## config.mk

```make
export PLATFORM = sky130hd
export DESIGN_NAME = regfile_wb_arbiter
export DESIGN_NICKNAME = d
export VERILOG_FILES = /design/src/rtl/regfile_wb_arbiter_pkg.sv /design/src/rtl/regfile_wb_arbiter_wb_fifo.sv /design/src/rtl/regfile_wb_arbiter.sv
export SDC_FILE = /design/constraint.sdc
export NUM_CORES = 1
export LEC_CHECK = 0
export CAP_MARGIN = 20
export CORE_MARGIN = 3
export CORE_UTILIZATION = 48
export CTS_CLUSTER_SIZE = 10
export DETAILED_ROUTE_END_ITERATION = 8
export HOLD_SLACK_MARGIN = 0.06
export PLACE_DENSITY = 0.9
export SETUP_SLACK_MARGIN = 0.4
export SKIP_CTS_REPAIR_TIMING = 1
export SLEW_MARGIN = 20
export SYNTH_ARGS = -nofsm -noshare
export SYNTH_HDL_FRONTEND = slang
export SYNTH_SLANG_ARGS = --single-unit
```

## constraint.sdc

```tcl
create_clock -name clk -period 3.5 [get_ports clk]
set_clock_uncertainty 0.15 [all_clocks]
set_input_delay 0.525 -clock clk [delete_from_list [all_inputs] [get_ports clk]]
set_output_delay 0.525 -clock clk [all_outputs]
set_load 0.02 [all_outputs]
```

## src/rtl/regfile_wb_arbiter_pkg.sv

```systemverilog
// rtl/regfile_wb_arbiter_pkg.sv - shared types and constants for the writeback arbiter
package regfile_wb_arbiter_pkg;
  localparam int REG_W  = 5;
  localparam int DATA_W = 32;
  localparam logic [REG_W-1:0] REG_ZERO = 5'd0;

  typedef enum logic {NORMAL, FORCE} state_t;

  typedef struct packed {
    logic [REG_W-1:0]  rd;
    logic [DATA_W-1:0] data;
  } wb_entry_t;
endpackage

```

## src/rtl/regfile_wb_arbiter_wb_fifo.sv

```systemverilog
// rtl/regfile_wb_arbiter_wb_fifo.sv - small synchronous FIFO holding aux writeback entries
module regfile_wb_arbiter_wb_fifo #(
  parameter int DEPTH = 2,
  parameter int W     = 37
) (
  input  logic         clk,
  input  logic         reset,
  input  logic         push,
  input  logic [W-1:0] din,
  input  logic         pop,
  output logic [W-1:0] head,
  output logic         full,
  output logic         empty
);
  localparam int AW = (DEPTH > 1) ? $clog2(DEPTH) : 1;

  logic [W-1:0]  mem [DEPTH];
  logic [AW-1:0] wr_ptr;
  logic [AW-1:0] rd_ptr;
  logic [AW:0]   count;
  logic          do_push;
  logic          do_pop;

  assign full    = (count == (AW+1)'(DEPTH));
  assign empty   = (count == '0);
  assign do_push = push && !full;
  assign do_pop  = pop && !empty;
  assign head    = mem[rd_ptr];

  always_ff @(posedge clk) begin
    if (do_push) mem[wr_ptr] <= din;
  end

  always_ff @(posedge clk or posedge reset) begin
    if (reset) begin
      wr_ptr <= '0;
      rd_ptr <= '0;
      count  <= '0;
    end else begin
      if (do_push) wr_ptr <= wr_ptr + 1'b1;
      if (do_pop)  rd_ptr <= rd_ptr + 1'b1;
      case ({do_push, do_pop})
        2'b10:   count <= count + 1'b1;
        2'b01:   count <= count - 1'b1;
        default: count <= count;
      endcase
    end
  end
endmodule

```

## src/rtl/regfile_wb_arbiter.sv

```systemverilog
// rtl/regfile_wb_arbiter.sv - register file write port arbiter: core priority, buffered aux, scoreboard
module regfile_wb_arbiter
  import regfile_wb_arbiter_pkg::*;
#(
  parameter int DEPTH        = 2,
  parameter int STARVE_LIMIT = 4
) (
  input  logic              clk,
  input  logic              reset,
  input  logic              core_we,
  input  logic [REG_W-1:0]  core_rd,
  input  logic [DATA_W-1:0] core_wdata,
  input  logic              aux_valid,
  output logic              aux_ready,
  input  logic [REG_W-1:0]  aux_rd,
  input  logic [DATA_W-1:0] aux_wdata,
  input  logic              iss_valid,
  input  logic [REG_W-1:0]  iss_rd,
  output logic              rf_we,
  output logic [REG_W-1:0]  rf_waddr,
  output logic [DATA_W-1:0] rf_wdata,
  output logic              core_stall,
  output logic [31:0]       busy,
  output logic              waw_err
);
  localparam int CW = (STARVE_LIMIT > 1) ? $clog2(STARVE_LIMIT) : 1;

  state_t      state;
  logic [CW-1:0] starve_cnt;
  wb_entry_t   head;
  wb_entry_t   push_entry;
  logic        fifo_full;
  logic        fifo_empty;
  logic        push;
  logic        pop;
  logic        core_eff;
  logic        denied;
  logic [31:0] set_mask;
  logic [31:0] clr_mask;
  logic        waw_hit;

  assign push_entry = '{rd: aux_rd, data: aux_wdata};
  assign aux_ready  = !fifo_full;
  assign push       = aux_valid && !fifo_full;
  assign core_stall = (state == FORCE);

  regfile_wb_arbiter_wb_fifo #(
    .DEPTH(DEPTH),
    .W    (REG_W + DATA_W)
  ) u_wb_fifo (
    .clk  (clk),
    .reset(reset),
    .push (push),
    .din  (push_entry),
    .pop  (pop),
    .head (head),
    .full (fifo_full),
    .empty(fifo_empty)
  );

  // Gating with reset keeps the write port quiet while reset is held.
  always_comb begin
    core_eff = !reset && (state == NORMAL) && core_we && (core_rd != REG_ZERO);
    pop      = !reset && !fifo_empty && ((state == FORCE) || !core_eff);
    denied   = core_eff && !fifo_empty;
    rf_we    = 1'b0;
    rf_waddr = REG_ZERO;
    rf_wdata = '0;
    if (core_eff) begin
      rf_we    = 1'b1;
      rf_waddr = core_rd;
      rf_wdata = core_wdata;
    end else if (pop && (head.rd != REG_ZERO)) begin
      rf_we    = 1'b1;
      rf_waddr = head.rd;
      rf_wdata = head.data;
    end
  end

  always_comb begin
    set_mask = '0;
    clr_mask = '0;
    if (iss_valid && (iss_rd != REG_ZERO)) set_mask = 32'd1 << iss_rd;
    if (pop && (head.rd != REG_ZERO))      clr_mask = 32'd1 << head.rd;
    waw_hit = (iss_valid && (iss_rd != REG_ZERO) && busy[iss_rd] && !clr_mask[iss_rd])
           || (core_eff && busy[core_rd]);
  end

  always_ff @(posedge clk or posedge reset) begin
    if (reset) begin
      state      <= NORMAL;
      starve_cnt <= '0;
      busy       <= '0;
      waw_err    <= 1'b0;
    end else begin
      case (state)
        NORMAL: begin
          if (pop || fifo_empty) begin
            starve_cnt <= '0;
          end else if (denied) begin
            if (starve_cnt == CW'(STARVE_LIMIT - 1)) begin
              state      <= FORCE;
              starve_cnt <= '0;
            end else begin
              starve_cnt <= starve_cnt + 1'b1;
            end
          end
        end
        FORCE: begin
          state      <= NORMAL;
          starve_cnt <= '0;
        end
        default: state <= NORMAL;
      endcase
      // Set wins over clear when both hit the same register.
      busy <= ((busy & ~clr_mask) | set_mask) & ~32'd1;
      if (waw_hit) waw_err <= 1'b1;
    end
  end
endmodule

```

### Yosys cells after proc, flatten, opt, wreduce, memory -nomap -nowiden

Memory sizes are Yosys's and may differ from the RTL's.
Cells that the tools add are included.

* add/subtract/negate cells: 5
* $lt $le $gt $ge: 2
* eq/ne operators: 5
* shift-type cells: 2
* muxes and demuxes: 25
* bitwise operators: 4
* reductions and logical operators: 27

Operators with widths (count)
* 2-to-1 mux 32 bit: 4
* << shifter 1 x 5 -> 32 bit (first input constant): 2
* AND 32 bit: 1
* NOT 32 bit: 1
* bitwise OR 32 bit: 1
* binary-select mux 1 bit (select 5 bit): 3
* nonzero test 5 bit: 3
* logical AND 1 bit: 14
* < comparator 5 x 6 -> 1 bit (second input constant): 2
* 2-to-1 mux 1 bit: 10
* 2-to-1 mux 5 bit: 2
* one-hot mux 2 bit (2 select lines): 2
* == test 2 bit (second input constant): 3
* 2-to-1 mux 2 bit: 3
* zero test 1 bit: 5
* adder 2 x 1 -> 2 bit (second input constant): 2
* logical OR 1 bit: 3
* inequality test 3 x 2 -> 1 bit (second input constant): 1
* adder 1 bit (second input constant): 2
* == test 2 x 1 -> 1 bit (second input constant): 1
* zero test 2 bit: 1
* one-hot mux 1 bit (2 select lines): 1
* nonzero test 2 bit: 1
* subtractor 2 x 1 -> 2 bit (second input constant): 1
* NOT 1 bit: 1

* flip-flop bits (word level): 39
* RAM bits: 74
* input port bits: 84
* output and inout bits: 73
* word-level logic and storage cells: 78
* memories: 1

Memories
* u_wb_fifo.mem: words 2, bits a word 37, read ports 1, clocked after Yosys merged registers in 0, wr ports 1, RTL line regfile_wb_arbiter_wb_fifo.sv:17 `logic [W-1:0] mem [DEPTH];`

### Depth between registers and ports, before layout

Gate-level depths: netlist (run 1).

* word-level depth: 14
* depth in mapped cells: 9
* mapped depth without buffers: 8

### By module

From an unflattened synthesis (run 1), not the netlist that was laid out.

* cell total of the unflattened synthesis: 400
* area, all modules: 5565.3 sq um

By module, submodules not included
* regfile_wb_arbiter_wb_fifo: instances 1, cells each 134, area each 2952.8 sq um, seq. area each 2322.2 sq um
* regfile_wb_arbiter: instances 1, cells each 266, area each 2612.5 sq um, seq. area each 875.8 sq um

### Worst setup path after synthesis (run 1)

OpenSTA, ideal clock, no wires.

* path kind: input to output
* start point: input port core_rd[1]
* end point: output port rf_wdata[22]
* arrival: 2.529 ns
* required time: 2.825 ns
* path slack: 0.296 ns
* cell stages on the path: 8
* buffers on the path: 2
* cell sequence: buf_2 > or4_4 > o21ai_1 > nand2b_1 > inv_1 > o21ai_1 > clkbuf_1 > o21ai_0

* word-level cells in the longest chain between the ends: 8

RTL lines
* from (decl): RTL line regfile_wb_arbiter.sv:11 `input logic [REG_W-1:0] core_rd,`
* nonzero test 5 bit (*): RTL line regfile_wb_arbiter.sv:63 `core_eff = !reset && (state == NORMAL) && core_we && (core_rd != REG_ZERO);`
* logical AND 1 bit (*): RTL line regfile_wb_arbiter.sv:63
* zero test 1 bit: RTL line regfile_wb_arbiter.sv:64 `pop = !reset && !fifo_empty && ((state == FORCE) || !core_eff);`
* logical OR 1 bit: RTL line regfile_wb_arbiter.sv:64
* logical AND 1 bit: RTL line regfile_wb_arbiter.sv:64
* logical AND 1 bit: RTL line regfile_wb_arbiter.sv:73 `end else if (pop && (head.rd != REG_ZERO)) begin`
* 2-to-1 mux 32 bit: RTL line regfile_wb_arbiter.sv:73
* 2-to-1 mux 32 bit (*): RTL line regfile_wb_arbiter.sv:69 `if (core_eff) begin`
* to (decl): RTL line regfile_wb_arbiter.sv:21 `output logic [DATA_W-1:0] rf_wdata,`

Mark *: on every way between the ends. The rest lies on a longest branch, timed or not.

### Final worst setup path (run 1)

* start point: input port core_rd[3]
* end point: output port rf_wdata[25]

The elaborated chain is that of the path after synthesis.

==> impl_metrics.ini, run 1 <==
[synth]
ys_types = 48
synth_cells = 443
synth_area_per_cell_um2 = 12.24
syn_area_mm2 = 0.005420
synth_seq_cells = 113
ys.warnings.count = 0
synthFlopType = edfxtp_1
yosysSeqAreaShare_pct = 59.00
synth_nets = 529
async_reset_ff_share_pct = 34.51
synth-edff-count = 74

[route]
vias = 4671
drt-total-wl_um = 16680
drt_iter0_drc = 440
antenna_left = 0
vias_per_cell = 5.996
routedWlPerCell_um = 21.42
firstDrtPassIters = 5
drc_errors = 0

[worst_setup_path]
worst-path-max-fanout = 8
rr_startpoint = u_wb_fifo.rd_ptr$_DFFE_PP0P_
worstSetupStartpointType = input pin
crit_start = core_rd[3]
crit_required_ps = 2820
worst_setup_path_end_kind = primary output
r2r_end = waw_err$_DFFE_PP0P_
r2r_cells = 7
worstPathArrival_ps = 2330
r2r_setup_slack_ps = 860
path_class = input pin to primary output

[pwr]
pwr-share-seq_pct = 34.9
switchingPower_w = 0.002356
power_frac_clock_pct = 23.7
p_sw_share_pct = 37.02
vdd_drop_max_uv = 372.6
internal_power_w = 0.004009
finalPower_w = 0.006365
pwr-share-comb_pct = 41.3
power.leakage_nw = 3.123
p_per_area_mw_per_mm2 = 800.2

[floorplan]
die_h_um = 112.3
die_w_um = 112.3
row_count = 38
start_util_pct = 49.57
die_area_mm2 = 0.01260
coreArea_mm2 = 0.01094
io_pins = 157

[worst_hold_path]
hold_path_class = flip-flop to flip-flop
hold_path_depth = 2
hold_start = waw_err$_DFFE_PP0P_
worstHoldEndpoint = waw_err$_DFFE_PP0P_

[run]
maxCapViolations = 0

[sta]
fin_crit_ps = 3001
hold_ws_ps = 381.1
max_freq_ghz = 0.3332
post-route-period-util_pct = 85.75
slew_viol_final = 0
worst_pin_slew_ps = 909.8
slew_headroom_pct = 39.35
rsz0062_at_grt = false
setup_violations = 0
hold_viol = 0

[final_layout]
fin_util_pct = 72.73
final_cells = 779
fill_cells = 695
layout_commonest_cell = clkdlybuf4s50_1
antenna_cells = 0
drive_above_1_share_pct = 23.00
final_cell_mix = clkdlybuf4s50_1, edfxtp_1, nand2_1
syn_to_final_growth_pct = 46.75
fin_nets = 713
fin_area_mm2 = 0.007954

[clock_network]
cts_max_path_buffers = 2
numCtsBuffers = 17
cts_max_level = 4
cts_sinks = 113
clkLatencyLatePin_ps = 400
clkTransAtPathRegs_ps = 50
cts_tree = yes
cts_root_buffer = clkbuf_16

[global_route]
track_usage_pct = 25.23
grt-ovfl-total = 0
grt_first_pass_wirelength_um = 24610
antenna_found_initial = 0
first_global_vias = 4751
grt_max_degree = 40

[placed_design]
place_congestion = 0.9180
port-buffer-count = 155
place_hpwl_um = 11350
dp_cells = 743
placed_area_mm2 = 0.007278

[outcome]
outcome = finished, final reports clean
-- synthesized netlist by cell type, drive strengths merged (5+ instances only) --
cell    instances  area share [%]
nor3            5            0.46
mux2i          40             7.4
edfxtp         74              41
clkbuf         16             1.1
mux4           15             6.2
nand3           8            0.74
nor2           10            0.69
a21oi           5            0.46
buf             8            0.97
xnor2           8             1.3
o21ai         103             9.5
inv             8            0.55
nand2          54             3.7
dfrtp          39              18
-- worst max-delay path by stage --
stage	to	cells past startpoint
after global routing	rf_wdata[0]	10
final	rf_wdata[25]	10
after detailed placement	rf_waddr[1]	8
after CTS	rf_waddr[1]	8
after global placement	rf_waddr[0]	8
after floorplan	rf_wdata[22]	8
-- metal layers --
metal / up-vias / wire length, um / GRT usage, %
li1: 2050 / - / -
met1: 2251 / 5902 / 29.47
met2: 324 / 8562 / 42.59
met3: 46 / 1720 / 8.571
met4: 0 / 499 / 10.82
met5: - / 0 / 0
-- registers in the layout (all words and copies together) (netlist names) --
signal and cells:
starve_cnt 2, u_wb_fifo.rd_ptr 1, core_stall 1, waw_err 1, u_wb_fifo.count 2, busy 31, u_wb_fifo.mem 74, u_wb_fifo.wr_ptr 1
-- kinds of logic (layout without fill, tap and decap cells) --
kind of cell / count (synthesis) / after routing / synth area share (%)
AO/OA/AOI/OAI: 126 / 126 / 12.70
multiplexers: 59 / 59 / 14.45
other: 1 / 1 / 0.06919
adder cells (fa/ha/maj): 2 / 2 / 0.4616
flip-flops: 113 / 113 / 59.00
XOR/XNOR: 9 / 9 / 1.454
AND/OR/NAND/NOR: 101 / 101 / 9.233
buffers and inverters: 32 / 228 / 2.632
-- power groups by stage --
stage	combinational [W]	clock, W	sequential [W]
6_report	0.00263	0.00151	0.00222
5_1_grt	0.00279	0.00159	0.00227
4_1_cts	0.00250	0.00151	0.00221
3_5_place_dp	0.00249	0	0.00223
3_3_place_gp	0.00242	0	0.00219
2_1_floorplan	0.00119	0	0.00234
-- worst max-delay path, stage by stage --
cell,delay [ps]
dlymetal6s2s_1,140
or4_4,570
o21ai_2,180
nand2b_1,100
inv_2,90
o21ai_4,70
buf_12,150
clkbuf_16,180
o21ai_2,160
buf_4,160
-- layout make-up --
cell class	instances	area [um^2]	share of cell area (%)
flip-flops and latches	113	3199	40.22
multi-input cells	298	2212	27.81
repair buffers	189	1818	22.86
clock buffers	17	425.4	5.348
well taps	140	175.2	2.202
clock inverters	14	93.84	1.180
inverters	8	30.03	0.3775
-- through the flow --
step	setup TNS [ps]	setup WS [ps]
2_1_floorplan	0	295.9
4_1_cts	-5644	-257.2
6_report	0	498.9
5_1_grt	0	408.5
3_5_place_dp	-4743	-233.9
3_3_place_gp	-3197	-220.1
Power figures use the tool's default switching activity.
==> run 2, diff against run 1 <==
Settings changed: CTS_CLUSTER_SIZE 10 to 24.
==> results of run 2 <==
No change in the layout: final DEF, timing and power equal those of run 1.
